`src/rtl/adder_arb_pkg.sv`:
```
// adder_arb_pkg: shared word type and FSM state encoding for the adder round-robin arbiter.
package adder_arb_pkg;
   localparam int WORD_W = 5;
   typedef logic [WORD_W-1:0] word_t;
   typedef enum logic {EMPTY, FULL} arb_state_t;
endpackage

```
`src/rtl/fiveBitFullAdder.sv`:
```
// fiveBitFullAdder: 5-bit ripple-carry adder, {co,s} = a + b + ci.
module fiveBitFullAdder
   import adder_arb_pkg::*;
(
   input  logic [WORD_W-1:0] a,
   input  logic [WORD_W-1:0] b,
   input  logic              ci,
   output logic [WORD_W-1:0] s,
   output logic              co
);
   logic [WORD_W:0] c;
   assign c[0] = ci;
   for (genvar i = 0; i < WORD_W; i++) begin : g_fa
      assign s[i]   = a[i] ^ b[i] ^ c[i];
      assign c[i+1] = (a[i] & b[i]) | (c[i] & (a[i] ^ b[i]));
   end
   assign co = c[WORD_W];
endmodule

```
`src/rtl/rr_picker.sv`:
```
// rr_picker: combinational round-robin pick, first valid at or above ptr (mod NREQ) wins.
module rr_picker #(
   parameter  int NREQ = 4,
   localparam int IDW  = $clog2(NREQ)
) (
   input  logic [NREQ-1:0] req_valid,
   input  logic [IDW-1:0]  ptr,
   output logic [NREQ-1:0] grant,
   output logic [IDW-1:0]  id
);
   logic [IDW-1:0] j;
   // scan from the farthest offset down so the nearest valid requester is written last
   always_comb begin
      grant = '0;
      id    = '0;
      j     = '0;
      for (int k = NREQ - 1; k >= 0; k--) begin
         j = IDW'((int'(ptr) + k) % NREQ);
         if (req_valid[j]) begin
            grant    = '0;
            grant[j] = 1'b1;
            id       = j;
         end
      end
   end
endmodule

```
`src/rtl/adder_rr_arbiter.sv`:
```
// adder_rr_arbiter: round-robin sharing of one fiveBitFullAdder with a registered, ID-tagged response.
// Define ADDER_ARB_OVF_EN to add the registered two's-complement overflow output rsp_ovf.
module adder_rr_arbiter
   import adder_arb_pkg::*;
#(
   parameter  int NREQ = 4,
   localparam int IDW  = $clog2(NREQ)
) (
   input  logic                   clk,
   input  logic                   rst_n,
   input  logic [NREQ-1:0]        req_valid,
   output logic [NREQ-1:0]        req_ready,
   input  logic [WORD_W*NREQ-1:0] req_a,
   input  logic [WORD_W*NREQ-1:0] req_b,
   input  logic [NREQ-1:0]        req_ci,
   output logic                   rsp_valid,
   input  logic                   rsp_ready,
   output logic [IDW-1:0]         rsp_id,
   output logic [WORD_W-1:0]      rsp_s,
   output logic                   rsp_co
`ifdef ADDER_ARB_OVF_EN
   ,
   output logic                   rsp_ovf
`endif
);
   arb_state_t      state, state_nx;
   logic [IDW-1:0]  ptr, ptr_nx, win;
   logic [NREQ-1:0] grant;
   logic            accept, ci, co;
   word_t           a, b, s;
   rr_picker #(.NREQ(NREQ)) u_pick (
      .req_valid (req_valid),
      .ptr       (ptr),
      .grant     (grant),
      .id        (win)
   );
   // a new result may enter when the register is free or is being drained this cycle
   assign accept    = rst_n & (|req_valid) & (state == EMPTY | rsp_ready);
   assign req_ready = accept ? grant : '0;
   assign a         = req_a[WORD_W*win +: WORD_W];
   assign b         = req_b[WORD_W*win +: WORD_W];
   assign ci        = req_ci[win];
   assign ptr_nx    = (win == IDW'(NREQ - 1)) ? '0 : win + 1'b1;
   assign rsp_valid = (state == FULL);
   fiveBitFullAdder u_add (
      .a  (a),
      .b  (b),
      .ci (ci),
      .s  (s),
      .co (co)
   );
   always_comb begin
      state_nx = accept ? FULL : rsp_ready ? EMPTY : state;
   end
   always_ff @(posedge clk or negedge rst_n) begin
      if (!rst_n) begin
         state  <= EMPTY;
         ptr    <= '0;
         rsp_id <= '0;
         rsp_s  <= '0;
         rsp_co <= 1'b0;
      end else begin
         state <= state_nx;
         if (accept) begin
            ptr    <= ptr_nx;
            rsp_id <= win;
            rsp_s  <= s;
            rsp_co <= co;
         end
      end
   end
`ifdef ADDER_ARB_OVF_EN
   always_ff @(posedge clk or negedge rst_n) begin
      if (!rst_n)
         rsp_ovf <= 1'b0;
      else if (accept)
         rsp_ovf <= (a[WORD_W-1] == b[WORD_W-1]) & (s[WORD_W-1] != a[WORD_W-1]);
   end
`endif
endmodule
```
`config.mk`:
```
export PLATFORM = sky130hd
export DESIGN_NAME = adder_rr_arbiter
export DESIGN_NICKNAME = d
export VERILOG_FILES = /design/src/rtl/adder_arb_pkg.sv /design/src/rtl/fiveBitFullAdder.sv /design/src/rtl/rr_picker.sv /design/src/rtl/adder_rr_arbiter.sv
export SDC_FILE = /design/constraint.sdc
export NUM_CORES = 1
export LEC_CHECK = 0
export BUFFER_PORTS_ARGS = -buffer_cell sky130_fd_sc_hd__buf_2
export CAP_MARGIN = 20
export CORE_MARGIN = 4
export CORE_UTILIZATION = 47
export CTS_CLUSTER_SIZE = 16
export DETAILED_ROUTE_END_ITERATION = 12
export GPL_ROUTABILITY_DRIVEN = 0
export HOLD_SLACK_MARGIN = 0.05
export PLACE_DENSITY = 0.89
export SYNTH_ARGS = -nofsm -noshare
export SYNTH_HDL_FRONTEND = slang
export SYNTH_SLANG_ARGS = --single-unit
```
`constraint.sdc`:
```
create_clock -name clk -period 6.4 [get_ports clk]
set_clock_uncertainty 0.05 [all_clocks]
set_input_delay 0.96 -clock clk [delete_from_list [all_inputs] [get_ports clk]]
set_output_delay 0.96 -clock clk [all_outputs]
set_load 0.05 [all_outputs]
```
==> flow_summary.yaml, run 1 <==
placed_design:
  dpl_cell_area_sq_um: 1700
  hpwl_um: 2730
  pre_cts_ws_ns: 1.31
  dp_cells: 222
  portBuffers: 63
yosys:
  ys.warnings.count: 0
  ys_seq_area_frac: 0.197
  synthCells: 134
  synth_seq_cells: 11
  ys.flop_type: "dfrtp_1"
  syn-cell-area_sq_um: 1390
  synth_edf_count: 0
  ys_async_sr_fraction: 1.00
  synth_nets: 198
  avgSynthCellArea_sq_um: 10.4
  synth_cell_type_count: 33
pwr:
  finalPower_mw: 1.00
  p_per_area_nw_per_um2: 581
  ir_drop_mv: 0.262
  leakage_nw: 0.935
clock_network:
  post_cts_resized: 0
  clk_pin_slew_ns: 0.08
  numCtsBuffers: 3
  cts_root_buffer: "clkbuf_4"
  postCtsHoldBufs: 0
  cts_num_sinks: 11
  cts_max_path_buffers: 2
  htreeDepth: 1
  post_cts_buffers: 0
  cts_tree: "done"
  clkLatencyLatePin_ns: 0.26
detailed_routing:
  viasPerCell: 5.46
  drc: 0
  avgRoutedWirePerCell_um: 14.3
  first_iter_violations: 32
  firstDrtPassIters: 4
  wl_um: 3230
  via_count: 1234
  postRouteAntennaNets: 0
die:
  initial_core_util: 0.497
  design.core.area_sq_um: 2810
  row_count: 19
  ioPinCount: 64
  die_width_um: 62.5
  die_y_um: 62.5
  dieArea_sq_um: 3900
timing:
  fin_crit_sh: 0.796
  fin_crit_ns: 5.09
  slew_violations: 0
  relSlewSlack: 0.548
  hold_violations: 0
  worst_pin_slew_ns: 0.678
  rsz0062_at_grt: "no"
  fmax_mhz: 196
  worst_slack_ns: 1.31
  tns_ns: 0
  finalSetupViolCount: 0
  whs_ns: 0.421
status:
  status: "completed"
worst_setup_path:
  critical-path-max-stage-delay_ns: 0.78
  path_cells: "inv_1 > ha_1 > mux4_2 > nor2b_4 > o21ai_4 > nand2_4 > mux4_1 > fa_1 > inv_1 > fa_1 > fa_1 > inv_1 > fa_1 > inv_1 > fa_1 > nand2_1 > nand2_1"
  cp_max_fo: 17
  crit_required_ns: 6.50
  r2r_start: "ptr[0]"
  setup.worst_path.start_class: "flip-flop"
  cp.arrival_ns: 5.20
  cp-end-kind: "flip-flop"
  slowest_stage: "dfrtp_1"
  path_class: "reg -> reg"
  r2r_slack_ns: 1.31
  cp-startpoint: "ptr[0]"
  crit_top_cell: "fa_1"
hold_path:
  min_from: "rsp_co"
  hold_path.class: "reg -> reg"
layout:
  diodes: 0
  final_nets: 260
  fin_area_sq_um: 1720
  regArea_sq_um: 275
  multi_input_area_sq_um: 957
  layout_commonest_cell: "buf_2"
  area_delta_synth_final_pct: 23.5
  drive_gt1_frac: 0.426
  post-route-util: 0.614
  final_cells: 226
  fillers: 240
  final_cell_mix: "63 x buf_2, 29 x inv_1, 18 x nand2_1, 11 x dfrtp_1, 9 x mux4_2"
grt:
  grt_usage: 0.158
  grt_overflow: 0
  grt_max_degree: 18
  grt_pass1_vias: 1160
  grt_pass1_wl_um: 5110
  grt_antenna_before_repair: 0
run:
  cap_violations: 0
==> state kept, by name, summed over array words and instances (netlist names) <==
signal,flops
ptr,2
rsp_valid,1
rsp_co,1
rsp_id,2
rsp_s,5
==> power breakdown <==
group          switching [mW]  internal [mW]
Combinational           0.461          0.348
Sequential             0.0404          0.103
Clock                  0.0233         0.0240
==> area by class of cell <==
cell class | count | share of cell area
inverters | 29 | 0.0632
clock buffers | 4 | 0.0153
well taps | 31 | 0.0225
repair buffers | 63 | 0.183
multi-input cells | 88 | 0.556
flip-flops and latches | 11 | 0.160
==> cells in the mapped netlist, drive strengths merged (3+ instances only) <==
cell,count,area share
inv,29,0.078
nand2,19,0.057
mux4,15,0.26
dfrtp,11,0.20
ha,8,0.072
o21ai,7,0.036
fa,5,0.072
a21oi,4,0.014
a221oi,4,0.025
a22o,4,0.025
buf,4,0.032
mux2i,3,0.022
nor2b,3,0.024
==> cells by family after synthesis <==
kind of cell / count (synthesis) / share of synthesized area
AOI/OAI and AO/OA: 24 / 0.129
adders and majority gates: 13 / 0.144
buffers and inverters: 35 / 0.116
DFF: 11 / 0.197
muxes: 19 / 0.288
and+or+nand+nor: 32 / 0.126
==> worst paths after layout <==
check,end,depth (start not counted)
worst max-delay path,rsp_s[4],17
worst min-delay path,rsp_co,2
worst max register to register,rsp_s[4],17
worst min register to register,rsp_co,2
max in group asynchronous,rsp_s[4],1
min in group asynchronous,rsp_id[1],1
==> metal layers <==
| metal | up-vias | routed length (um) | GRT usage |
|---|---|---|---|
| met4 | 0 | 24 | 0.0331 |
| met2 | 40 | 1840 | 0.305 |
| met5 | - | 0 | 0 |
| li1 | 592 | - | - |
| met3 | 4 | 127 | 0.0162 |
| met1 | 598 | 1240 | 0.188 |
==> worst max-delay path: cells and delay by family, from the launching register on <==
family | cells | cell delay, ns
AOI/OAI and AO/OA | 1 | 0.07
and+or+nand+nor | 4 | 0.51
buffers and inverters | 4 | 0.41
muxes | 2 | 1.26
DFF | 1 | 0.78
adders and majority gates | 6 | 1.87
Power figures use the tool's default switching activity.
==> run 2, diff against run 1 <==
clock period = 5 ns   (was 6.4 ns; I/O delays follow)
==> run 2 against run 1 <==
Die area unchanged. Critical path depth unchanged. Global-route usage decreased by 0.30 points. Utilization grew 0.31 points. Fmax is 10% higher.
==> flow_summary.yaml, run 2 (synthesis gave the netlist of run 1 again) <==
status:
  status: "completed"
timing:
  tns_ns: 0
  whs_ns: 0.287
  finalSetupViolCount: 0
  fmax_mhz: 216
  worst_pin_slew_ns: 0.559
  fin_crit_sh: 0.926
  rsz0062_at_grt: "no"
  relSlewSlack: 0.627
  slew_violations: 0
  fin_crit_ns: 4.63
  hold_violations: 0
  worst_slack_ns: 0.372
clock_network:
  post_cts_buffers: 0
  numCtsBuffers: 3
  clkLatencyLatePin_ns: 0.27
  cts_num_sinks: 11
  cts_root_buffer: "clkbuf_4"
  cts_max_path_buffers: 2
  clk_pin_slew_ns: 0.07
  htreeDepth: 1
  cts_tree: "done"
detailed_routing:
  firstDrtPassIters: 4
  via_count: 1229
  wl_um: 3100
  avgRoutedWirePerCell_um: 13.6
  postRouteAntennaNets: 0
  first_iter_violations: 43
  viasPerCell: 5.41
  drc: 0
layout:
  area_delta_synth_final_pct: 24.1
  diodes: 0
  fin_area_sq_um: 1730
  final_cells: 227
  final_cell_mix: "63 x buf_2, 29 x inv_1, 18 x nand2_1, 10 x dfrtp_1, 9 x mux4_2"
  largest_reg_flops: 5
  post-route-util: 0.617
  largest-register: "rsp_s"
  final_nets: 261
  layout_commonest_cell: "buf_2"
  drive_gt1_frac: 0.434
  reg_top3: "rsp_s x5, ptr x2, rsp_id x2"
die:
  ioPinCount: 64
  initial_core_util: 0.497
  die_y_um: 62.5
  dieArea_sq_um: 3900
  design.core.area_sq_um: 2810
  die_width_um: 62.5
  row_count: 19
worst_setup_path:
  cp-end-kind: "flip-flop"
  setup.worst_path.start_class: "flip-flop"
  path_class: "reg -> reg"
  crit_required_ns: 5.12
  cp.arrival_ns: 4.74
  cp_max_fo: 14
grt:
  grt_usage: 0.155
  grt_overflow: 0
  grt_pass1_vias: 1116
  grt_pass1_wl_um: 4970
  grt_antenna_before_repair: 0
  grt_max_degree: 17
pwr:
  power.share.sequential: 0.126
  power_frac_comb: 0.825
  finalPower_mw: 1.29
  p_per_area_nw_per_um2: 743
  switching_share: 0.522
  ir_drop_mv: 0.395
  leakage_nw: 0.938
  p_int_mw: 0.614
  p_sw_mw: 0.672
  clkPwrFrac: 0.049
placed_design:
  pre_cts_ws_ns: 0.266
  hpwl_um: 2600
  dpl_cell_area_sq_um: 1700
  portBuffers: 63
  dp_cells: 223
hold_path:
  hold_path.class: "in -> async"
run:
  cap_violations: 0
-- run 2: final cells by class --
class | count | area (sq um)
sequential | 11 | 277
tap | 31 | 38.8
timing repair buffer | 64 | 323
inverter | 29 | 109
clock buffer | 4 | 26.3
fill | 239 | 1070
multi-input combinational | 88 | 957
-- run 2: repair_timing --
action,CTS,global route
hold buffers,0,0
setup endpoints to repair,0,1
gates resized for setup,0,1
-- run 2: worst paths after layout --
path | from | depth (start not counted) | to | slack (ns)
worst max-delay path | ptr[1] | 17 | rsp_s[4] | 0.37
worst min-delay path | rst_n | 1 | rsp_s[3] | 0.29
max in group asynchronous | rst_n | 1 | ptr[1] | 4.39
worst max register to register | ptr[1] | 17 | rsp_s[4] | 0.37
worst min register to register | rsp_id[1] | 2 | rsp_id[1] | 0.42
min in group clk | rsp_id[1] | 2 | rsp_id[1] | 0.42
-- run 2: power groups by stage --
stage / Clock (mW) / Sequential [mW] / Combinational [mW]
after floorplan: 0 / 0.279 / 0.775
after global placement: 0 / 0.161 / 1.04
after detailed placement: 0 / 0.163 / 1.06
after CTS: 0.0627 / 0.161 / 1.07
after global routing: 0.0655 / 0.168 / 1.18
final: 0.0628 / 0.162 / 1.06
-- run 2: layer usage --
metal	wire length, um	vias to the layer above	track usage
met2	1650	42	0.256
met3	179	6	0.0180
met5	0	-	0
met4	63	0	0.0716
met1	1210	583	0.204
li1	-	598	-
-- run 2: worst max-delay path, stage by stage, from the launching register on --
cell	delay, ns
dfrtp_2	0.46
inv_1	0.14
ha_1	0.36
mux4_2	0.66
nor2b_4	0.17
o21ai_4	0.07
nand2_4	0.20
mux4_2	0.55
fa_1	0.42
inv_1	0.08
fa_1	0.18
fa_1	0.18
inv_1	0.06
fa_1	0.35
inv_1	0.07
fa_1	0.40
nand2_1	0.08
nand2_1	0.05
